==> config.mk <==
export PLATFORM = sky130hd
export DESIGN_NAME = layer_argmax
export DESIGN_NICKNAME = d
export VERILOG_FILES = /design/src/rtl/layer_argmax.sv
export SDC_FILE = /design/constraint.sdc
export NUM_CORES = 1
export LEC_CHECK = 0
export ABC_AREA = 1
export BUFFER_PORTS_ARGS = -buffer_cell sky130_fd_sc_hd__buf_2
export CAP_MARGIN = 10
export CORE_MARGIN = 4
export CORE_UTILIZATION = 30
export CTS_CLUSTER_DIAMETER = 120
export DETAILED_ROUTE_END_ITERATION = 6
export PLACE_DENSITY = 0.54
export SLEW_MARGIN = 30
export SYNTH_ARGS = -nofsm -noshare
export SYNTH_HDL_FRONTEND = slang
export SYNTH_SLANG_ARGS = --single-unit
==> constraint.sdc <==
create_clock -name clk -period 6.59 [get_ports clk]
set_input_delay 0.3295 -clock clk [delete_from_list [all_inputs] [get_ports clk]]
set_output_delay 0.3295 -clock clk [all_outputs]
set_load 0.01 [all_outputs]
==> src/rtl/layer_argmax.sv <==
// Sequential argmax over the N signed neuron outputs captured when the layer raises done.
// Latency: accept on cycle T -> out_valid on cycle T+N (N-1 scan cycles plus one output register).
// Backpressure: the result is held in HOLD until out_ready; in_ready stays low until back in IDLE and re-armed.
// Optional ARGMAX_TOP2_EN: adds runner-up tracking with second_idx and margin outputs.
module layer_argmax #(
  parameter int N = 10,
  parameter int W = 16,
  localparam int IW = $clog2(N)
) (
  input  logic                 clk,
  input  logic                 rst,
  input  logic                 in_valid,
  input  logic [N*W-1:0]       in_data,
  output logic                 in_ready,
  output logic                 out_valid,
  input  logic                 out_ready,
  output logic [IW-1:0]        class_idx,
  output logic signed [W-1:0]  max_val,
  output logic                 busy
`ifdef ARGMAX_TOP2_EN
  ,
  output logic [IW-1:0]        second_idx,
  output logic signed [W:0]    margin
`endif
);

  typedef enum logic [1:0] {IDLE, SCAN, HOLD} state_t;

  state_t               state;
  logic                 armed;
  logic signed [W-1:0]  elem_q [N];
  logic [IW-1:0]        ptr;
  logic signed [W-1:0]  best_q;
  logic [IW-1:0]        best_idx_q;
  logic signed [W-1:0]  cand;
  logic signed [W-1:0]  nxt_best;
  logic [IW-1:0]        nxt_idx;
`ifdef ARGMAX_TOP2_EN
  logic signed [W-1:0]  sec_q;
  logic [IW-1:0]        sec_idx_q;
  logic signed [W-1:0]  nxt_sec;
  logic [IW-1:0]        nxt_sec_idx;
`endif

  // A sticky done must not retrigger, so acceptance also needs armed.
  assign in_ready = (state == IDLE) && armed;
  assign busy     = (state != IDLE);

  // Compare the element under the pointer against the running best (strict, so ties keep the lowest index).
  always_comb begin
    cand     = elem_q[ptr];
    nxt_best = best_q;
    nxt_idx  = best_idx_q;
`ifdef ARGMAX_TOP2_EN
    nxt_sec     = sec_q;
    nxt_sec_idx = sec_idx_q;
`endif
    if (cand > best_q) begin
      nxt_best = cand;
      nxt_idx  = ptr;
`ifdef ARGMAX_TOP2_EN
      nxt_sec     = best_q;
      nxt_sec_idx = best_idx_q;
`endif
    end
`ifdef ARGMAX_TOP2_EN
    else if (cand > sec_q) begin
      nxt_sec     = cand;
      nxt_sec_idx = ptr;
    end
`endif
  end

  // Capture / scan / hold state machine with registered result outputs.
  always_ff @(posedge clk) begin
    if (rst) begin
      state      <= IDLE;
      armed      <= 1'b1;
      out_valid  <= 1'b0;
      class_idx  <= '0;
      max_val    <= '0;
      ptr        <= '0;
      best_q     <= '0;
      best_idx_q <= '0;
      for (int k = 0; k < N; k++) elem_q[k] <= '0;
`ifdef ARGMAX_TOP2_EN
      sec_q      <= '0;
      sec_idx_q  <= '0;
      second_idx <= '0;
      margin     <= '0;
`endif
    end else begin
      // Any cycle with done low re-arms capture.
      if (!in_valid) armed <= 1'b1;
      case (state)
        IDLE: begin
          if (in_valid && armed) begin
            for (int k = 0; k < N; k++) elem_q[k] <= in_data[k*W +: W];
            best_q     <= in_data[W-1:0];
            best_idx_q <= '0;
            ptr        <= IW'(1);
            armed      <= 1'b0;
`ifdef ARGMAX_TOP2_EN
            sec_q      <= {1'b1, {(W-1){1'b0}}};
            sec_idx_q  <= '0;
`endif
            state      <= SCAN;
          end
        end
        SCAN: begin
          best_q     <= nxt_best;
          best_idx_q <= nxt_idx;
`ifdef ARGMAX_TOP2_EN
          sec_q      <= nxt_sec;
          sec_idx_q  <= nxt_sec_idx;
`endif
          ptr <= ptr + IW'(1);
          if (ptr == IW'(N-1)) begin
            out_valid <= 1'b1;
            class_idx <= nxt_idx;
            max_val   <= nxt_best;
`ifdef ARGMAX_TOP2_EN
            second_idx <= nxt_sec_idx;
            margin     <= {nxt_best[W-1], nxt_best} - {nxt_sec[W-1], nxt_sec};
`endif
            state <= HOLD;
          end
        end
        HOLD: begin
          if (out_ready) begin
            out_valid <= 1'b0;
            state     <= IDLE;
          end
        end
        default: state <= IDLE;
      endcase
    end
  end

endmodule
# Word level (Yosys, flattened, before mapping)
# Memory sizes are Yosys's and may differ from the RTL's. A register that Yosys moved wholly into a read port is not among the register bits.
# Cells that the tools add are included.
# totals
ff_bits	48
ramBits	160
input_bits	164
output_inout_bits	23
word_cells	73
n_memories	1
# mem_list
memory	depth	word_bits	rd	rd_ports_with_merged_regs	write_ports	line_no	source
elem_q	10	16	1	1	10	31	logic signed [W-1:0] elem_q [N];
# classes
add_sub_neg	1
order_cmp	1
n_eq_ne	6
muxes	36
n_bitwise	10
n_reduce_logical	10
# op_table
cell	count
$mux W16	12
$pmux W16 S2	1
$mux W4	5
$gt A16 B16 Y1	1
$pmux W4 S2	2
$mux W1	11
$or A1 B1 Y1	10
$mux W2	3
$pmux W2 S3	1
$reduce_and A3 Y1	2
$reduce_bool A2 Y1	3
$add A4 B1 Y4 const B	1
$eq A4 B4 Y1 const B	1
$ne A2 B2 Y1 const B	2
$reduce_and A2 Y1	2
$eq A2 B1 Y1 const B	1
$eq A2 B2 Y1 const B	1
$logic_and A1 B1 Y1	2
$logic_not A2 Y1	1
$ne A2 B1 Y1 const B	1
$pmux W1 S2	1

# Longest topological paths before layout
# depth
word_depth	6
mapped_depth	26
mapped_depth_nobuf	23

# Worst setup path before layout
# OpenSTA, ideal clock, no wires.
# synth_path
path_type	reg-to-reg
start	reg state[1]
end	reg with a tool-made name
setup_time_ns	0.340
arrival_time_ns	4.608
required_time_ns	6.250
slack_ns	1.642
stages_incl_launch_ff	8
n_path_buf	1
synth_period_minus_slack_ns	4.948
cell_sequence	dfxtp_1 nor2_1 inv_2 nor2_2 nand2_1 clkbuf_1 nand2_1 nor3_1
# synth_lines
element	line_no	source
start: declaration	29	state_t state;
start signal: assignment	77	state <= IDLE;
start signal: assignment	107	state <= SCAN;
start signal: assignment	126	state <= HOLD;

==> reports/qor.yml <==
syn_area_per_cell_sq_um: 8.51
hold_depth: 3
synth_nets: 1432
pin_count: 187
gp_congestion: 0.880
ys.warnings.count: 0
area_growth_pct: 19.5
clock.fmax_ghz: 0.241
r2r_end: "max_val[3]"
hp-class: "input pin to flop"
swShare_pct: 29.3
drc_errors: 0
cpMaxStageDelayCell: "dfxtp_2"
ys_seq_elements: 212
fin_crit_sh_pct: 63.0
slew_headroom_pct: 42.2
p_clk_share_pct: 37.1
finClkSkew_ns: 0.00914
ys_top_cells_by_area: "edfxtp_1 45%, inv_1 11%, dfxtp_1 9.8%"
dieArea_sq_um: 38500
cts_root_buf: "clkbuf_16"
gr-total-overflow: 0
cp.required_ns: 7.02
start_kind: "flop"
setup_violations: 0
gr-usage-met3_pct: 2.18
reg2reg_depth: 18
drt-initial-drc-count: 559
cts_tree: "built"
die_h_microns: 196
grt_use_met1_pct: 22.3
cp_cell_sequence: "buf_4 > o211ai_1 > nand3_1 > nand3_1 > o21ai_2 > ha_1 > nand2_1 > inv_1 > nand2_1 > nand2_1 > a21oi_1 > nand3_2 > nand2_1 > nand3_2 > nand2_1 > nand3_1 > o211ai_1 > inv_1"
crit_path_end_kind: "flop"
grt_max_degree: 98
p_sw_uw: 1050
clock_sinks: 212
grt_pass1_wl_mm: 47.2
layout-drive-gt1-share_pct: 18.4
syn-cell-area_sq_um: 10600
rsz0062_at_grt: "no"
p_leak_uw: 0.00611
hold_viol_final: 0
vias_per_cell: 4.38
postRouteAntennaNets: 0
ir_worst_vdd_v: 0.000153
initial_core_util_pct: 30.6
drv_cap: 0
tightestPinTransition_ns: 0.865
routed_wl_mm: 30.5
power_report.internal_total_uw: 2540
syn_inst: 1250
timing.setup.tns_ns: 0
critPathArrivalTime_ns: 4.58
core_sq_um: 34700
slowest_delay_ns: 0.71
ys_types: 31
cts_made_buffers: 25
hold_buffers: 0
final_common_cell: "inv_1"
min_from: "in_data[59]"
clockBufferDepth: 3
clkLatencyLatePin_ns: 0.54
cp_common_cell: "nand2_1"
track_usage_pct: 15.5
seq_power_share_pct: 44.7
wl_per_cell_microns: 16.3
pwr-share-comb_pct: 18.1
portBuffers: 186
cts_resized: 0
reg2reg_setup_slack_ns: 2.44
synth_top_area_share_pct: 45.2
worst_hold_path.endpoint: "elem_q[3][11]"
hold_ws_ns: 0.0874
status: "completed"
grt_pass1_vias: 8428
path_clk_slew_ns: 0.06
final_cell_mix: "314 x inv_1, 186 x buf_2, 181 x nor2_1"
cts_setup_buffers: 0
htree_levels: 1
final_nets: 1586
met2_usage_pct: 24.4
path_class: "flop to flop"
synth_area_leader_cell: "edfxtp_1"
dpl.hpwl_mm: 21.8
die_x_microns: 196
firstDrtPassIters: 5
layout_min_cycle_time_ns: 4.15
antenna_found_initial: 1
num_vias: 8234
rows: 68
p_per_area_nw_per_um2: 282
seq_area_frac_synth_pct: 55.0
report.final.slew_viol_count: 0
top_usage_layer: "met2"
cp_max_fo: 36
[flip-flops by register name (all words and copies together), names as in the netlist, named ones only]
name / count
armed: 1
best_idx_q: 4
best_q: 16
class_idx: 4
elem_q: 160
max_val: 16
out_valid: 1
ptr: 4
state: 2
[power groups by stage]
stage          Combinational, uW  Sequential, uW  Clock [uW]
3_3_place_gp                 646            1630           0
4_1_cts                      656            1610        1360
5_1_grt                      743            1620        1420
3_5_place_dp                 653            1630           0
6_report                     651            1610        1330
2_1_floorplan                501            1610           0
[kinds of logic (layout without fill, tap and decap cells)]
group	Yosys count	after routing	synth area share [%]
fa+ha+maj	18	18	2.12
other cells	0	1	0
simple gates	445	445	17.6
mux	7	7	0.659
compound gates	185	185	10.4
flops	212	212	55.0
buf+inv	383	555	14.2
[per-stage QoR]
stage / area (sq um) / util (%) / cells / setup slack [ns] / power [uW]
2_1_floorplan: 10600 / - / 1250 / 1.64 / 2110
3_3_place_gp: 11900 / 34.3 / 1832 / 2.47 / 2280
3_5_place_dp: 11900 / 34.3 / 1832 / 2.47 / 2290
4_1_cts: 12700 / 36.6 / 1877 / 2.45 / 3630
5_1_grt: 12700 / 36.6 / 1878 / 2.06 / 3780
6_report: 12700 / 36.6 / 1878 / 2.44 / 3590
[routing by layer]
metal	share of wire, %	vias to the layer above	wire length (microns)
li1	-	4244	-
met1	48	3716	14500
met2	45	226	13600
met3	4.9	48	1510
met4	2.8	0	852
met5	0	-	0
[critical path, delay by kind of cell (launching register included)]
family,cells,cell delay (ns)
adders and majority gates,1,0.27
AOI/OAI and AO/OA,4,0.79
DFF,1,0.71
and+or+nand+nor,10,1.66
buffers and inverters,3,0.58
[area by class of cell]
class	count	area, sq um
clock buffer	27	633
multi-input combinational	655	3310
clock inverter	18	151
sequential	212	5850
timing repair buffer	192	1000
inverter	318	1190
antenna	1	2.50
tap	455	569
fill	3644	22000
[Yosys cell counts]
| cell type | number |
|---|---|
| inv_2 | 4 |
| o211ai_1 | 55 |
| o21ai_0 | 51 |
| nand2_4 | 1 |
| o22ai_1 | 2 |
| ha_1 | 18 |
| buf_12 | 1 |
| edfxtp_1 | 160 |
| nand3_2 | 8 |
| nor3_1 | 3 |
| o21ai_1 | 6 |
| a21oi_1 | 60 |
| buf_2 | 22 |
| o21ai_2 | 8 |
| nand3b_1 | 1 |
| nand3_1 | 91 |
| dfxtp_1 | 52 |
| a21oi_2 | 2 |
| nand2_1 | 151 |
| nand4_1 | 1 |
| inv_1 | 314 |
| buf_4 | 3 |
| buf_1 | 2 |
| clkbuf_1 | 34 |
| nor2_1 | 181 |
| nand2_2 | 1 |
| nor2_2 | 6 |
| buf_6 | 3 |
| or2_2 | 1 |
| o31ai_1 | 1 |
| mux2i_1 | 7 |
[worst max-delay path by stage]
stage / from / to / slack [ns]
floorplan: state[1] / flop / 1.64
global placement: flop / max_val[3] / 2.47
detailed placement: flop / max_val[3] / 2.47
CTS: flop / max_val[3] / 2.45
global route: flop / max_val[10] / 2.06
finish: flop / max_val[3] / 2.44
(Power assumes the default switching activity.)
